File: src/rtl/cnn_pkg.sv
// Shared CNN classifier defaults and the argmax FSM state type.
package cnn_pkg;

   localparam int unsigned CNN_NUM_CLASSES = 10;
   localparam int unsigned CNN_SCORE_W     = 38;
   localparam int unsigned CNN_IDX_W       = 4;

   typedef enum logic [2:0] {
      ST_IDLE  = 3'd0,
      ST_WAIT  = 3'd1,
      ST_LATCH = 3'd2,
      ST_SCAN  = 3'd3,
      ST_DONE  = 3'd4
   } argmax_state_e;

endpackage : cnn_pkg

File: src/rtl/fc_argmax.sv
// Sequential argmax over the fully-connected layer outputs: waits for every
// neuron to finish, snapshots all scores, then walks them one per cycle with
// a single signed comparator. Ties keep the lower index.
module fc_argmax
   import cnn_pkg::*;
#(
   parameter int unsigned NUM_CLASSES = CNN_NUM_CLASSES,
   parameter int unsigned SCORE_W     = CNN_SCORE_W,
   parameter int unsigned IDX_W       = CNN_IDX_W
) (
   input  logic                           clk,
   input  logic                           rst_n,
   input  logic                           enable,
   input  logic [NUM_CLASSES-1:0]         done_vec,
   input  logic [NUM_CLASSES*SCORE_W-1:0] score_flat,
   output logic [IDX_W-1:0]               class_idx,
   output logic [SCORE_W-1:0]             max_score,
   output logic                           busy,
   output logic                           done_cls
);

   argmax_state_e             r_state;
   argmax_state_e             w_state_nxt;

   logic signed [SCORE_W-1:0] r_scores [NUM_CLASSES];
   logic signed [SCORE_W-1:0] r_max;
   logic        [IDX_W-1:0]   r_idx;
   logic        [IDX_W-1:0]   r_cnt;
   logic        [IDX_W-1:0]   r_class_idx;
   logic        [SCORE_W-1:0] r_max_score;
   logic                      r_busy;
   logic                      r_done;

   logic signed [SCORE_W-1:0] w_cand;
   logic                      w_gt;
   logic                      w_last;
   logic signed [SCORE_W-1:0] w_new_max;
   logic        [IDX_W-1:0]   w_new_idx;

   // Single comparator: strict greater-than so the earliest maximum is kept.
   always_comb begin
      w_cand    = r_scores[r_cnt];
      w_gt      = (w_cand > r_max);
      w_last    = (r_cnt == IDX_W'(NUM_CLASSES - 1));
      w_new_max = w_gt ? w_cand : r_max;
      w_new_idx = w_gt ? r_cnt  : r_idx;
   end

   // State register.
   always_ff @(posedge clk or negedge rst_n) begin
      if (!rst_n) r_state <= ST_IDLE;
      else        r_state <= w_state_nxt;
   end

   // Next-state logic; dropping enable returns to IDLE from anywhere.
   always_comb begin
      w_state_nxt = r_state;
      case (r_state)
         ST_IDLE:  if (enable) w_state_nxt = ST_WAIT;
         ST_WAIT: begin
            if (!enable)        w_state_nxt = ST_IDLE;
            else if (&done_vec) w_state_nxt = ST_LATCH;
         end
         ST_LATCH: w_state_nxt = enable ? ST_SCAN : ST_IDLE;
         ST_SCAN: begin
            if (!enable)    w_state_nxt = ST_IDLE;
            else if (w_last) w_state_nxt = ST_DONE;
         end
         ST_DONE:  if (!enable) w_state_nxt = ST_IDLE;
         default:  w_state_nxt = ST_IDLE;
      endcase
   end

   // Snapshot, scan datapath and registered outputs.
   always_ff @(posedge clk or negedge rst_n) begin
      if (!rst_n) begin
         for (int unsigned k = 0; k < NUM_CLASSES; k++) r_scores[k] <= '0;
         r_max       <= '0;
         r_idx       <= '0;
         r_cnt       <= '0;
         r_class_idx <= '0;
         r_max_score <= '0;
         r_busy      <= 1'b0;
         r_done      <= 1'b0;
      end else begin
         r_busy <= (w_state_nxt == ST_LATCH) || (w_state_nxt == ST_SCAN);
         r_done <= (w_state_nxt == ST_DONE);
         if (!enable) begin
            r_max       <= '0;
            r_idx       <= '0;
            r_cnt       <= '0;
            r_class_idx <= '0;
            r_max_score <= '0;
         end else begin
            case (r_state)
               ST_LATCH: begin
                  for (int unsigned k = 0; k < NUM_CLASSES; k++)
                     r_scores[k] <= score_flat[k*SCORE_W +: SCORE_W];
                  r_max <= score_flat[0 +: SCORE_W];
                  r_idx <= '0;
                  r_cnt <= IDX_W'(1);
               end
               ST_SCAN: begin
                  r_max <= w_new_max;
                  r_idx <= w_new_idx;
                  if (w_last) begin
                     r_class_idx <= w_new_idx;
                     r_max_score <= w_new_max;
                  end else begin
                     r_cnt <= r_cnt + IDX_W'(1);
                  end
               end
               default: ;
            endcase
         end
      end
   end

   assign class_idx = r_class_idx;
   assign max_score = r_max_score;
   assign busy      = r_busy;
   assign done_cls  = r_done;

endmodule : fc_argmax

File: config.mk
export PLATFORM = sky130hd
export DESIGN_NAME = fc_argmax
export DESIGN_NICKNAME = d
export VERILOG_FILES = /design/src/rtl/cnn_pkg.sv /design/src/rtl/fc_argmax.sv
export SDC_FILE = /design/constraint.sdc
export NUM_CORES = 1
export LEC_CHECK = 0
export CORE_MARGIN = 2
export CORE_UTILIZATION = 53
export CTS_CLUSTER_DIAMETER = 150
export CTS_CLUSTER_SIZE = 10
export DETAILED_ROUTE_END_ITERATION = 8
export GPL_ROUTABILITY_DRIVEN = 0
export PLACE_DENSITY = 0.81
export SYNTH_ARGS = -nofsm -noshare
export SYNTH_HDL_FRONTEND = slang
export SYNTH_SLANG_ARGS = --single-unit
File: constraint.sdc
create_clock -name clk -period 5 [get_ports clk]
set_input_delay 0.75 -clock clk [delete_from_list [all_inputs] [get_ports clk]]
set_output_delay 0.75 -clock clk [all_outputs]
set_load 0.03 [all_outputs]
==> results.toml <==
[status]
outcome = "complete, no violations"

[critical_path]
regToRegSetupSlack_ns = 0.22
endpoint_kind = "flop"
timing.critical_path.mode_cell = "sky130_fd_sc_hd__buf_12"
type_of_the_worst_setup_path = "flop to flop"
crit-reg2reg-launch = "r_cnt[0]"
startpoint_type = "flop"
cp_top_family = "multiplexers"
critical_path.max_stage_delay_ns = 0.57
cp_max_fanout = 35
worst_ep_arrival_time_ns = 5.21
critical_path.reg2reg.endpoint = "max_score[31]"
ff2ff_path_depth = 16
crit_path_top_delay_cell = "sky130_fd_sc_hd__mux4_2"
worstPathBufferInverterCount = 4
cp_cell_sequence = "buf_12 -> buf_12 -> mux4_2 -> mux2i_1 -> o22ai_1 -> ha_1 -> nand4_1 -> or3_4 -> nor3b_1 -> a211oi_1 -> nand4b_1 -> mux2i_4 -> buf_12 -> buf_12 -> mux2i_1 -> o21ai_0"
worst_ep_required_time_ns = 5.43

[timing]
slew_headroom_pct = 25.04
setup_viol = 0
tns_ns = 0
rsz0062_at_grt = "false"
period_needed_ns = 4.783
max_freq_ghz = 0.2091
fin_skew_ns = 0.02013
report.final.hold_viol_count = 0
layout_worst_path_cycle_share_pct = 95.66
final-max-slew-violation-count = 0
worstMarginPinSlew_ns = 1.122

[logic_synthesis]
synth_top_flop_cell = "sky130_fd_sc_hd__dfrtp_1"
synth_enable_flop_cells = 0
synth_async_sr_flop_share_pct = 100.0
synth_seq_cells = 473
synth.avg_cell_area_um2 = 9.297
postSynthNetCount = 2904
synth_cell_types = 47
synthesis.area_um2 = 22970
yosys_warnings = 0
postSynthCellCount = 2471
sequential_share_of_the_synthesized_area_pct = 51.53

[cts]
cts-root-to-sink-buffers = 3
cts_max_level = 2
clk_latency_ns = 0.60
tritoncts_clock_tree = "yes"
cts.sinks = 473
cts_inserted_buffers = 53
clkSlewWorstSetupHoldPaths_ns = 0.06
cts_root_buffer = "sky130_fd_sc_hd__clkbuf_16"

[cells_and_area]
fillCellCount = 3158
final_layout_size_suffix_gt1_share_pct = 6.884
finish.net_count = 3275
most-common-layout-cells = "sky130_fd_sc_hd__nand2_1 (1210), sky130_fd_sc_hd__dfrtp_1 (469), sky130_fd_sc_hd__clkdlybuf4s50_1 (435)"
final_common_cell = "sky130_fd_sc_hd__nand2_1"
area_growth_pct = 28.06

[global_routing]
grt_first_pass_wirelength_um = 110900
global_route.usage.total_pct = 32.27
overflow = 0
first_global_vias = 19840
grt_start_max_net_pins = 171
initial_antenna_violation_count = 6

[power]
irDropWorstVdd_mv = 0.2576
power.leakage_nw = 14.24
power.density_cell_area_nw_per_um2 = 283.9
design_power_total_mw = 8.351

[floorplan]
pin_count = 437
die_area_um2 = 45020
initial_core_util_pct = 53.57
num_rows = 76
design.core.area_um2 = 42890
die_h_um = 212.2
die_x_um = 212.2

[routing]
ant_nets = 0
drt_pre_antenna_iters = 5
drc = 0
wire_per_inst_um = 20.91
postRouteWirelength_um = 71860
vias_per_cell = 5.806
routed-via-count = 19950
drt-initial-drc-count = 2259

[placed_design]
portBuffers = 436
hpwlAfterDp_um = 50870

[min_path]
hold_path.class = "primary input to async pin"

[flow_run]
max_cap_violations = 0
[report_power, final]
| group | internal, mW | leakage, nW | switching (mW) |
|---|---|---|---|
| Combinational | 0.489 | 7.38 | 0.433 |
| Clock | 1.87 | 0.671 | 1.47 |
| Sequential | 3.99 | 6.19 | 0.0961 |
| Total | 6.35 | 14.2 | 2.00 |
[routing by layer]
| metal | share of wire, % | routed length, µm | GRT usage [%] | vias up |
|---|---|---|---|---|
| li1 | - | - | - | 8894 |
| met1 | 42 | 30320 | 46.78 | 9862 |
| met2 | 45 | 32540 | 48.84 | 1033 |
| met3 | 9.1 | 6547 | 6.056 | 156 |
| met4 | 3.4 | 2430 | 11.83 | 4 |
| met5 | 0.032 | 23 | 0 | - |
[logic make-up (layout without fill, tap and decap cells)]
group,count (synthesis),count (layout),synth area share (%)
buffers and inverters,235,611,4.112
AND/OR/NAND/NOR,1319,1319,22.72
flip-flops,473,473,51.53
adder cells (fa/ha/maj),40,40,2.179
other,0,4,0
multiplexers,193,193,12.55
AO/OA/AOI/OAI,211,211,6.917
[sequential cells by signal, indices dropped and copies added (netlist names)]
register and cells:
r_scores 380, max_score 38, r_max 38, class_idx 4
r_cnt 4, r_idx 4, r_state 3, busy 1
done_cls 1
[timing repair]
| action | 4_1_cts | 5_1_grt |
|---|---|---|
| hold buffers | 0 | 0 |
| hold endpoints to repair | 0 | 0 |
| buffers inserted | 0 | 5 |
| endpoints found under the setup margin | 0 | 22 |
| gates resized for setup | 0 | 1 |
[stage by stage]
step	worst slack (ns)	instance area [µm²]	util [%]	hold slack, ns	instances
after CTS	0.2244	29360	68.47	0.2896	3427
final	0.2170	29420	68.59	0.2503	3436
after global placement	0.3038	28000	65.28	0.4533	3367
after global routing	0.003193	29410	68.58	0.3454	3434
after detailed placement	0.2467	28000	65.28	0.4579	3367
after floorplan	1.007	22970	-	0.4403	2471
[synthesized netlist by cell type, drive strengths merged, types with 20 or more instances]
library cell | n | area [µm²]
dfrtp | 473 | 11840
clkbuf | 140 | 525.5
a311oi | 20 | 175.2
buf | 33 | 186.4
o22a | 20 | 175.2
ha | 40 | 500.5
o311ai | 37 | 324.1
mux2i | 117 | 1171
nand2 | 1210 | 4542
inv | 62 | 232.7
mux4 | 76 | 1712
o21ai | 27 | 135.1
nor2 | 24 | 90.09
nor3b | 40 | 300.3
[layout make-up]
cell class	instances	area [µm²]	share of cell area [%]
flip-flops and latches	473	11850	40.27
multi-input cells	1763	10220	34.75
repair buffers	489	5005	17.01
clock buffers	57	1341	4.560
well taps	585	732.0	2.488
inverters	62	232.7	0.7911
clock inverters	3	26.28	0.08932
diodes	4	10.01	0.03403
[worst max-delay path by stage]
| stage | startpoint | end | slack [ns] | depth (start not counted) |
|---|---|---|---|---|
| after global routing | r_cnt[0] | max_score[31] | 0.003 | 16 |
| final | r_cnt[0] | max_score[31] | 0.22 | 16 |
| after floorplan | r_cnt[0] | r_idx[1] | 1.01 | 17 |
| after CTS | r_cnt[0] | max_score[31] | 0.22 | 16 |
| after global placement | r_cnt[0] | max_score[31] | 0.30 | 16 |
| after detailed placement | r_cnt[0] | max_score[31] | 0.25 | 16 |
Note: power is estimated with default switching activity, not from simulation.
